### config.mk
export PLATFORM = sky130hd
export DESIGN_NAME = eta_add_sched
export DESIGN_NICKNAME = d
export VERILOG_FILES = /design/src/rtl/eta_sched_pkg.sv /design/src/rtl/eta_key_loader.sv /design/src/rtl/eta_add_sched.sv
export SDC_FILE = /design/constraint.sdc
export NUM_CORES = 1
export LEC_CHECK = 0
export ABC_AREA = 1
export CORE_MARGIN = 2
export CORE_UTILIZATION = 32
export DETAILED_ROUTE_END_ITERATION = 10
export GPL_TIMING_DRIVEN = 0
export SLEW_MARGIN = 20
export SYNTH_ARGS = -nofsm -noshare
export SYNTH_HDL_FRONTEND = slang
export SYNTH_SLANG_ARGS = --single-unit
export TNS_END_PERCENT = 5
### constraint.sdc
create_clock -name clk_i -period 2 [get_ports clk_i]
set_input_delay 0.4 -clock clk_i [delete_from_list [all_inputs] [get_ports clk_i]]
set_output_delay 0.4 -clock clk_i [all_outputs]
set_load 0.01 [all_outputs]
### src/rtl/eta_sched_pkg.sv
// eta_add_sched shared types and defaults.
// State encoding, width defaults and counter sizing.
package eta_sched_pkg;

  localparam int DATA_W_DEF = 16;
  localparam int KEY_W_DEF  = 32;
  localparam int CNT_W_DEF  = $clog2(KEY_W_DEF + 1);
  localparam int LAT_W      = 4;

  typedef enum logic [1:0] {
    KEY_LOAD,
    IDLE,
    WAIT,
    RESP
  } state_e;

  function automatic int cnt_w(input int key_w);
    return $clog2(key_w + 1);
  endfunction

endpackage

### src/rtl/eta_key_loader.sv
// Serial MSB-first key shifter with bit counter and lock flag.
// A reload restarts the count with the current bit as the first one.
module eta_key_loader
  import eta_sched_pkg::*;
#(
  parameter int KEY_W = KEY_W_DEF
) (
  input  logic             clk,
  input  logic             rst_n,
  input  logic             key_bit,
  input  logic             key_vld,
  input  logic             reload,
  output logic [KEY_W-1:0] key,
  output logic             locked,
  output logic             lock_now
);

  localparam int CW = cnt_w(KEY_W);

  logic [CW-1:0] cnt;
  logic [CW-1:0] base;
  logic          shift_en;

  assign shift_en = reload | (~locked & key_vld);
  assign base     = reload ? '0 : cnt;
  assign lock_now = shift_en &&
                    (base == CW'(KEY_W - 1));

  always_ff @(posedge clk or negedge rst_n) begin
    if (!rst_n) begin
      key    <= '0;
      cnt    <= '0;
      locked <= 1'b0;
    end else if (shift_en) begin
      key    <= (key << 1) | KEY_W'(key_bit);
      cnt    <= lock_now ? '0 : base + 1'b1;
      locked <= lock_now;
    end
  end

endmodule

### src/rtl/eta_add_sched.sv
// Two-requester round-robin scheduler for a shared key-locked adder.
// Optional ETA_SCHED_KEY_RELOAD_EN: key_vld_i in IDLE restarts key loading.
module eta_add_sched
  import eta_sched_pkg::*;
#(
  parameter int DATA_W    = DATA_W_DEF,
  parameter int KEY_W     = KEY_W_DEF,
  parameter int ADDER_LAT = 1
) (
  input  logic              clk_i,
  input  logic              rst_n_i,
  input  logic              key_bit_i,
  input  logic              key_vld_i,
  output logic              key_locked_o,
  input  logic              req0_vld_i,
  input  logic [DATA_W-1:0] req0_a_i,
  input  logic [DATA_W-1:0] req0_b_i,
  output logic              req0_rdy_o,
  input  logic              req1_vld_i,
  input  logic [DATA_W-1:0] req1_a_i,
  input  logic [DATA_W-1:0] req1_b_i,
  output logic              req1_rdy_o,
  output logic              rsp_vld_o,
  input  logic              rsp_rdy_i,
  output logic              rsp_id_o,
  output logic [DATA_W:0]   rsp_sum_o,
  output logic [DATA_W-1:0] adder_a_o,
  output logic [DATA_W-1:0] adder_b_o,
  output logic [KEY_W-1:0]  adder_key_o,
  input  logic [DATA_W:0]   adder_sum_i
);

  state_e             state;
  logic               ptr;
  logic [LAT_W-1:0]   wcnt;
  logic               gnt0;
  logic               gnt1;
  logic               hs;
  logic               reload;
  logic               lock_now;
  logic [KEY_W-1:0]   key;

`ifdef ETA_SCHED_KEY_RELOAD_EN
  assign reload = (state == IDLE) & key_vld_i;
`else
  assign reload = 1'b0;
`endif

  eta_key_loader #(
    .KEY_W (KEY_W)
  ) u_key (
    .clk      (clk_i),
    .rst_n    (rst_n_i),
    .key_bit  (key_bit_i),
    .key_vld  (key_vld_i),
    .reload   (reload),
    .key      (key),
    .locked   (key_locked_o),
    .lock_now (lock_now)
  );

  assign adder_key_o = key_locked_o ? key : '0;

  // Pointer side wins a tie; a lone valid requester always wins.
  always_comb begin
    gnt0 = 1'b0;
    gnt1 = 1'b0;
    if (state == IDLE && key_locked_o && !reload) begin
      unique case (1'b1)
        req0_vld_i && (!ptr || !req1_vld_i): gnt0 = 1'b1;
        req1_vld_i && ( ptr || !req0_vld_i): gnt1 = 1'b1;
        default: ;
      endcase
    end
  end

  assign req0_rdy_o = gnt0;
  assign req1_rdy_o = gnt1;
  assign hs         = gnt0 | gnt1;

  always_ff @(posedge clk_i or negedge rst_n_i) begin
    if (!rst_n_i) begin
      state     <= KEY_LOAD;
      ptr       <= 1'b0;
      wcnt      <= '0;
      adder_a_o <= '0;
      adder_b_o <= '0;
      rsp_id_o  <= 1'b0;
      rsp_sum_o <= '0;
      rsp_vld_o <= 1'b0;
    end else begin
      unique case (state)
        KEY_LOAD: begin
          if (lock_now) state <= IDLE;
        end
        IDLE: begin
          if (reload) begin
            state <= KEY_LOAD;
          end else if (hs) begin
            adder_a_o <= gnt1 ? req1_a_i : req0_a_i;
            adder_b_o <= gnt1 ? req1_b_i : req0_b_i;
            rsp_id_o  <= gnt1;
            ptr       <= ~gnt1;
            wcnt      <= '0;
            state     <= WAIT;
          end
        end
        WAIT: begin
          if (wcnt == LAT_W'(ADDER_LAT - 1)) begin
            rsp_sum_o <= adder_sum_i;
            rsp_vld_o <= 1'b1;
            state     <= RESP;
          end else begin
            wcnt <= wcnt + 1'b1;
          end
        end
        RESP: begin
          if (rsp_rdy_i) begin
            rsp_vld_o <= 1'b0;
            state     <= IDLE;
          end
        end
        default: state <= KEY_LOAD;
      endcase
    end
  end

endmodule

==> impl_results.md <==
- Min-delay worst type: primary input to asynchronous set/reset pin
- CP Data Arrival Time: 1.49 ns
- Remaining Overflow, GRT: 0
- First-pass iteration count of the detailed router: 4
- Gr usage total: 16.13%
- Top post-synthesis cells by area: dfrtp_1, nand2_1, inv_1
- Share of the synthesized area in the top cell type: 53.92%
- Detail Route Antenna Nets: 0
- Crit path cell chain: inv_2 -> ha_4 -> nand2_2 -> inv_2 -> nand3_4 -> inv_8 -> buf_2
- Drt wl/cell: 13.08 um
- Worst-skew pair later-pin latency: 0.34 ns
- Worst clock skew: 0.004535 ns
- RSZ-0062 raised after global routing: no
- Post-DR vias/cell: 4.468
- First-pass GRT wire length: 18.93 mm
- Total number of vias: 3990
- Initial antenna violation count: 0
- Static Leak: 0.003585 uW
- Status: completed
- Reg power frac: 35.6%
- Cell Pwr Density: 1179 nW/um2
- CP max FO: 6
- DPL Wire Length: 8.725 mm
- Syn Area/Cell: 8.674 um2
- Top delay family on crit path: flip-flops
- Max_cap viols: 0
- Area leader, netlist: dfrtp_1
- CTS Buf Count: 9
- Reg clk slew, reported paths: 0.07 ns
- Synth Flop Type: dfrtp_1
- Worst path slowest cell: dfrtp_1
- Io pins: 174
- Buf+Inv Stages, Crit Path: 4
- DRT iter0 DRCs: 211
- Fraction of the yosys area taken by sequential cells: 53.92%
- Number of flops mapped to enable cells by yosys: 0
- Core area: 13830 um2
- Net Switching: 2606 uW
- Cell variety after synth: 31
- Clock power frac: 23.0%
- Endpoints failing setup: 0
- Initial core utilization: 32.56%
- Die Width: 122.6 um
- DIE AREA: 15030 um2
- Max Freq: 0.5295 GHz
- DR DRC count: 0
- Crit. path cell count: 7
- Worst Setup EP: req1_rdy_o
- Post-Syn Area: 4502 um2
- Mapped Cells: 519
- Clock buffer depth: 2
- Critical path type: flip-flop to primary output
- Worst Max-Slew Pin Slew: 0.4253 ns
- Max-slew violations: 0
- Max VDD drop: 0.5722 mV
- Hold Slack: 0.4807 ns
- Most frequent cell after synthesis: nand2_1
- GPL Wtd Cong: 0.8097
- Period utilisation layout: 94.43%
- Antenna cell count: 0
- Fin. Hold Viols: 0
- Die height: 122.6 um
- CTS tree: yes
- Post-Route WL: 11.68 mm
- Worst R2R End: adder_a_o[13]
- Non-filler instance count after layout: 893
- Most common cell on crit path: inv_2
- #FFs+latches synth: 97
- Crit path largest cell delay: 0.42 ns
- Clock sink count: 97
- Cell count of the worst reg-to-reg path: 11
- Largest net degree at the start of global routing: 78
- Relative slew margins: 71.65%
- Min Tclk post-route: 1.889 ns
- Pint: 5475 uW
- Syn. warnings: 0
- P&R area growth vs syn: 52.20%
- Fin nets: 803
- CP endpoint kind: primary output
- Rows: 43
- Setup crit start: state[1]
- Sw Share: 32.25%
- Port bufs: 173
- Placed cells: 873
- CTS HTree Levels: 3
- Comb power frac: 41.4%
- Worst setup SP type: flip-flop
- Most frequent cells after synthesis: nand2_1, dfrtp_1, inv_1
- Sum Neg Setup Slack: 0 ns
- Clock root buffer: clkbuf_16
- Critical path required time: 1.60 ns
- Async SR Flop Fraction: 100.0%
- Via count of the first global-routing pass: 4075
- Layout cells sized above 1: 10.24%
- Syn Nets: 614
- Reg2reg start: u_key.locked
- Flop-to-flop setup slack: 0.27 ns
-- placed cells by master (no fill, tap or decap), types with 2 or more instances in the layout --
cell type        synthesis  final
clkinvlp_4               0      2
clkbuf_1                 7      4
mux2_4                   9      9
buf_2                    5      6
xnor2_1                  2      2
mux2_2                   8      8
ha_1                     7      6
clkinv_2                 0      2
xor2_1                   2      2
nand3_1                 16     16
inv_2                    2      3
clkdlybuf4s50_1          0    139
nand2_1                207    207
inv_1                   48     47
clkbuf_16                0      9
buf_6                    7      8
a21oi_1                 23     23
o21ai_1                 19     19
buf_4                    3      7
nor2_4                   3      4
dfrtp_1                 97     97
nor2_1                  27     27
clkbuf_8                 0      3
inv_8                    0      2
nand3_4                  2      2
o21ai_0                 14     14
dlygate4sd2_1            0     30
bufinv_16                0      2
-- final cells by class --
| cell class | count | area, um2 |
|---|---|---|
| fillers | 1305 | 6975 |
| flip-flops and latches | 97 | 2427 |
| repair buffers | 180 | 1763 |
| multi-input cells | 347 | 1733 |
| clock buffers | 9 | 225.2 |
| well taps | 180 | 225.2 |
| inverters | 52 | 210.2 |
| plain buffers | 21 | 173.9 |
| clock inverters | 7 | 93.84 |
-- state kept, by name (all words and copies together), names as in the netlist, 2 cells and up --
name / cells
wcnt: 4
adder_b_o: 16
state: 2
adder_a_o: 16
u_key.cnt: 6
u_key.key: 32
rsp_sum_o: 17
-- metal layers --
layer / GRT usage, % / routed length, um
met2: 27.53 / 5640
met3: 6.134 / 1113
met4: 6.537 / 214
met1: 18.12 / 4713
met5: 0 / 0
-- metrics by stage --
stage               cell area, um2  total power, uW  setup WS [ns]  utilization, %
CTS                           6855             8211       0.009679           49.58
global route                  6852             8616      0.0008002           49.55
finish                        6852             8081         0.1114           49.55
detailed placement            6487             6255        -0.4561           46.92
global placement              6459             6195         -3.163           46.71
floorplan                     4502             4555         0.4059               -
-- repair_timing --
action | CTS | global route
resized for setup | 53 | 2
endpoints found under the setup margin | 32 | 2
setup buffers | 5 | 0
endpoints found under the hold margin | 20 | 0
hold buffers | 1 | 0
-- worst min-delay path by stage --
stage	slack, ns	from	to
after global routing	0.50	rst_n_i	rsp_sum_o[9]
after CTS	0.48	rst_n_i	u_key.key[7]
final	0.48	rst_n_i	u_key.key[6]
after floorplan	0.10	rst_n_i	adder_a_o[0]
after global placement	0.46	rsp_id_o	rsp_id_o
after detailed placement	0.26	rst_n_i	u_key.key[7]
-- kinds of logic (layout without fill, tap and decap cells) --
group	Yosys count	after routing	share of synthesized area, %
simple gates	262	262	23.99
flops	97	97	53.92
buf+inv	75	269	7.977
compound gates	57	57	6.393
mux	17	17	5.003
fa+ha+maj	7	7	1.945
xor+xnor	4	4	0.7784
-- power by group through the flow --
stage                     sequential, uW  clock [uW]  combinational [uW]
after floorplan                     3110           0                1450
after global placement              2870           0                3320
after detailed placement            2880           0                3370
after CTS                           2880        1920                3420
after global routing                2950        2000                3670
final                               2880        1860                3350
No activity file was read; power rests on OpenSTA's default activity.
